## src/rtl/mem_port_arbiter.sv

```systemverilog
// Two-requester arbiter (instruction fetch / data) sharing one valid/ready memory port.
// Data wins by default; a saturating starve counter forces a fetch grant when it hits STARVE_LIMIT.
module mem_port_arbiter #(
    parameter int ADDR_WIDTH   = 32,
    parameter int DATA_WIDTH   = 32,
    parameter int STARVE_LIMIT = 4
) (
    input  logic                    clk,
    input  logic                    rst_n,
    input  logic                    imem_valid_i,
    output logic                    imem_ready_o,
    input  logic [ADDR_WIDTH-1:0]   imem_addr_i,
    input  logic [DATA_WIDTH-1:0]   imem_wdata_i,
    input  logic [DATA_WIDTH/8-1:0] imem_we_i,
    output logic [DATA_WIDTH-1:0]   imem_rdata_o,
    input  logic                    dmem_valid_i,
    output logic                    dmem_ready_o,
    input  logic [ADDR_WIDTH-1:0]   dmem_addr_i,
    input  logic [DATA_WIDTH-1:0]   dmem_wdata_i,
    input  logic [DATA_WIDTH/8-1:0] dmem_we_i,
    output logic [DATA_WIDTH-1:0]   dmem_rdata_o,
    output logic                    mem_valid_o,
    input  logic                    mem_ready_i,
    output logic [ADDR_WIDTH-1:0]   mem_addr_o,
    output logic [DATA_WIDTH-1:0]   mem_wdata_o,
    output logic [DATA_WIDTH/8-1:0] mem_we_o,
    input  logic [DATA_WIDTH-1:0]   mem_rdata_i,
    output logic [1:0]              state_dbg
);

    localparam logic [1:0] IDLE  = 2'd0;
    localparam logic [1:0] GNT_I = 2'd1;
    localparam logic [1:0] GNT_D = 2'd2;
    localparam logic [3:0] LIMIT = 4'(STARVE_LIMIT);

    // Handshake on every port: valid plus fields are held until ready; ready is a
    // single-cycle pulse and rdata is only meaningful in that cycle. The requester
    // may drop valid or present a new request in the cycle after ready.

    logic [1:0] state;
    logic [3:0] starve_cnt;
    logic       go_i;
    logic       go_d;
    logic       done;

    assign done         = ((state == GNT_I) || (state == GNT_D)) && mem_ready_i;
    assign imem_ready_o = (state == GNT_I) && mem_ready_i;
    assign dmem_ready_o = (state == GNT_D) && mem_ready_i;
    assign imem_rdata_o = mem_rdata_i;
    assign dmem_rdata_o = mem_rdata_i;
    assign state_dbg    = state;

    // On a completion edge only the other requester may be granted; the finishing one's valid is stale.
    always_comb begin
        go_i = 1'b0;
        go_d = 1'b0;
        case (state)
            IDLE: begin
                if (dmem_valid_i && !(imem_valid_i && (starve_cnt == LIMIT))) begin
                    go_d = 1'b1;
                end else if (imem_valid_i) begin
                    go_i = 1'b1;
                end
            end
            GNT_I:   go_d = mem_ready_i && dmem_valid_i;
            GNT_D:   go_i = mem_ready_i && imem_valid_i;
            default: ;
        endcase
    end

    always_ff @(posedge clk or negedge rst_n) begin
        if (!rst_n) begin
            state       <= IDLE;
            mem_valid_o <= 1'b0;
            mem_addr_o  <= '0;
            mem_wdata_o <= '0;
            mem_we_o    <= '0;
            starve_cnt  <= '0;
        end else if (go_d) begin
            state       <= GNT_D;
            mem_valid_o <= 1'b1;
            mem_addr_o  <= dmem_addr_i;
            mem_wdata_o <= dmem_wdata_i;
            mem_we_o    <= dmem_we_i;
            if (!imem_valid_i) begin
                starve_cnt <= '0;
            end else if (starve_cnt != LIMIT) begin
                starve_cnt <= starve_cnt + 4'd1;
            end
        end else if (go_i) begin
            state       <= GNT_I;
            mem_valid_o <= 1'b1;
            mem_addr_o  <= imem_addr_i;
            mem_wdata_o <= imem_wdata_i;
            mem_we_o    <= imem_we_i;
            starve_cnt  <= '0;
        end else if (done || (state == 2'd3)) begin
            state       <= IDLE;
            mem_valid_o <= 1'b0;
        end
    end

endmodule

```

## config.mk

```make
export PLATFORM = sky130hd
export DESIGN_NAME = mem_port_arbiter
export DESIGN_NICKNAME = d
export VERILOG_FILES = /design/src/rtl/mem_port_arbiter.sv
export SDC_FILE = /design/constraint.sdc
export NUM_CORES = 1
export LEC_CHECK = 0
export CAP_MARGIN = 10
export CORE_AREA = 3 3 120 122
export CTS_CLUSTER_SIZE = 8
export DETAILED_ROUTE_END_ITERATION = 12
export DIE_AREA = 0 0 123 125
export PLACE_DENSITY = 0.74
export SETUP_SLACK_MARGIN = 0.1
export SLEW_MARGIN = 5
export SYNTH_ARGS = -nofsm -noshare
export SYNTH_HDL_FRONTEND = slang
export SYNTH_SLANG_ARGS = --single-unit
```

## constraint.sdc

```tcl
create_clock -name clk -period 2.59 [get_ports clk]
set_clock_uncertainty 0.1 [all_clocks]
set_input_delay 0.3885 -clock clk [delete_from_list [all_inputs] [get_ports clk]]
set_output_delay 0.3885 -clock clk [all_outputs]
set_load 0.01 [all_outputs]
```

==> results.sh <==
export IMPL_drc_errors=0
export IMPL_ant_nets=0
export IMPL_critPathKind="reg2out"
export IMPL_drt_vias_per_instance=4.92
export IMPL_initial_antenna_violation_count=0
export IMPL_synth_avg_cell_area_um2=9.82
export IMPL_combinational_power_share=0.534
export IMPL_drt_iter0_drcs=144
export IMPL_power_density_nw_per_um2=1200
export IMPL_clock_tree_from_tritoncts="built"
export IMPL_syn2layout_area_growth_pct=53.0
export IMPL_critPathCaptureType="output pin"
export IMPL_wl_um=13700
export IMPL_hold_path_class="reg2reg"
export IMPL_ratio_of_final_minimum_period_to_clock_period=0.879
export IMPL_synthCells=424
export IMPL_initial_core_util=0.313
export IMPL_hold_path_startpoint="mem_valid_o"
export IMPL_insertion_delay_ns=0.33
export IMPL_fillCellCount=1252
export IMPL_die_width_um=123
export IMPL_internal_power_mw=4.97
export IMPL_final_common_cell="clkdlybuf4s50_1"
export IMPL_rrSetupSlack_ns=0.54
export IMPL_synth_edff_count=0
export IMPL_post_synthesis_sequential_element_count=75
export IMPL_synth_nets=603
export IMPL_worst_slew_margin_rel=0.662
export IMPL_cts_repair_resize_count=0
export IMPL_h_tree_depth_reported_by_cts=3
export IMPL_maxClockFrequency_ghz=0.439
export IMPL_gp_congestion=0.794
export IMPL_power_leakage_nw=2.54
export IMPL_worstReg2RegStart="state_dbg[0]"
export IMPL_cap_violations=0
export IMPL_slew_of_the_pin_with_the_lowest_slew_margin_ns=0.500
export IMPL_total_power_mw=7.67
export IMPL_io_pin_count=310
export IMPL_grt_first_pass_wirelength_um=21200
export IMPL_timing_rr_end="mem_addr_o[9]"
export IMPL_post_dp_hpwl_um=10000
export IMPL_cp_max_fo=5
export IMPL_placement_rows=42
export IMPL_global_route_usage_total=0.176
export IMPL_synth_area_um2=4160
export IMPL_die_area_um2=15400
export IMPL_clockRootBuffer="clkbuf_16"
export IMPL_clkPwrFrac=0.189
export IMPL_final_hold_violation_count=0
export IMPL_layout_drive_gt1_share=0.0877
export IMPL_synth_top_cell_area_share=0.451
export IMPL_globalRoute_totalOverflow=0
export IMPL_p_sw_frac=0.352
export IMPL_stdcell_count=746
export IMPL_hold_path_depth=2
export IMPL_total_net_switching_power_mw=2.70
export IMPL_synth_distinct_cells=29
export IMPL_tns_ns=0
export IMPL_worst_setup_path_endpoint="imem_ready_o"
export IMPL_port_buffers=213
export IMPL_avgRoutedWirePerCell_um=18.3
export IMPL_most_common_layout_cells="clkdlybuf4s50_1, nand2_1, dfrtp_1"
export IMPL_yosys_warnings=0
export IMPL_cts_num_sinks=75
export IMPL_reg2reg_depth=7
export IMPL_max_root_sink_buffers=2
export IMPL_cell_area_placed_um2=6020
export IMPL_worst_setup_hold_path_clk_slew_ns=0.06
export IMPL_grt_start_max_net_pins=46
export IMPL_die_y_um=125
export IMPL_setup_worst_path_start="state_dbg[1]"
export IMPL_power_ir_vdd_worst_v=0.000551
export IMPL_synth_ff_type="dfrtp_1"
export IMPL_share_of_synthesized_area_occupied_by_flip_flops_and_latches=0.451
export IMPL_design_core_area_um2=13300
export IMPL_report_final_setup_viol=0
export IMPL_drt_pre_antenna_iters=4
export IMPL_via_count_of_the_first_global_routing_pass=4000
export IMPL_placedCellCount=729
export IMPL_synth_async_sr_flop_share=1.00
export IMPL_worstPathRequired_ns=2.10
export IMPL_finalInstanceArea_um2=6370
export IMPL_outcome="complete, no violations"
export IMPL_design_final_nets=744
export IMPL_tritoncts_num_buffers=9
export IMPL_vias=3672
export IMPL_setup_repair_after_global_routing_missed_its_margin="no"
export IMPL_final_max_slew_violation_count=0
export IMPL_synth_top_area_cell="dfrtp_1"
export IMPL_arrival_ns=1.79
export IMPL_power_frac_seq=0.277
export IMPL_antenna_cells_inserted=0
export IMPL_period_needed_ns=2.28
export IMPL_synthTopCellsByArea="dfrtp_1, a2bb2oi_1, buf_4"
export IMPL_worstSetupStartpointType="register"
==> worst min path at each step <==
| stage | endpoint |
|---|---|
| global route | mem_wdata_o[16] |
| CTS | mem_valid_o |
| floorplan | mem_addr_o[0] |
| global placement | mem_addr_o[29] |
| finish | mem_valid_o |
| detailed placement | mem_we_o[0] |
==> through the flow <==
step,worst slack [ns],utilization,hold WS [ns]
2_1_floorplan,0.697,-,-0.00709
3_3_place_gp,0.389,0.453,0.295
3_5_place_dp,0.351,0.453,0.305
4_1_cts,0.292,0.479,0.417
5_1_grt,0.225,0.479,0.443
6_report,0.313,0.479,0.400
==> synth_stat cells (3+ instances only) <==
cell type,count
a21oi_1,62
a21oi_2,10
a2bb2oi_1,59
a2bb2oi_2,10
buf_2,15
buf_4,67
buf_6,3
clkbuf_1,8
dfrtp_1,75
ha_1,6
inv_1,6
mux2i_1,3
nand2_1,76
nand3_1,5
==> power groups by stage <==
| stage | Sequential (mW) | Clock (mW) | Combinational (mW) |
|---|---|---|---|
| floorplan | 2.35 | 0 | 2.06 |
| CTS | 2.13 | 1.50 | 4.17 |
| global placement | 2.11 | 0 | 4.06 |
| global route | 2.19 | 1.53 | 4.42 |
| finish | 2.12 | 1.45 | 4.09 |
| detailed placement | 2.12 | 0 | 4.16 |
==> final cells by class <==
cell class / instances / area (um^2) / share of cell area
inverters: 6 / 22.5 / 0.00354
repair buffers: 224 / 2260 / 0.356
clock inverters: 5 / 100 / 0.0157
flip-flops and latches: 75 / 1880 / 0.295
multi-input cells: 249 / 1640 / 0.258
well taps: 176 / 220 / 0.0346
clock buffers: 11 / 243 / 0.0381
==> state kept, by name (all words and copies together), names as in the netlist <==
register     flops
mem_addr_o      32
mem_wdata_o     32
starve_cnt       4
mem_we_o         4
mem_valid_o      1
state_dbg        2
==> timing repair <==
item,4_1_cts,5_1_grt
setup buffers,0,0
hold buffers,1,0
endpoints found under the hold margin,36,0
==> kinds of logic after synthesis <==
| group | share of synthesized area |
|---|---|
| fa+ha+maj | 0.0180 |
| flops | 0.451 |
| mux | 0.00721 |
| simple gates | 0.0880 |
| buf+inv | 0.161 |
| compound gates | 0.275 |
==> critical path: stages (launching register included) <==
cell,delay (ns)
dfrtp_1,0.43
inv_1,0.10
ha_1,0.20
and2_1,0.18
clkdlybuf4s50_1,0.55
==> layer usage <==
metal	up-vias	track usage	wire, um
met4	0	0.0886	512
li1	1710	-	-
met5	-	0	0
met1	1773	0.197	5130
met2	133	0.303	7000
met3	56	0.0492	1010
Power figures use the tool's default switching activity.
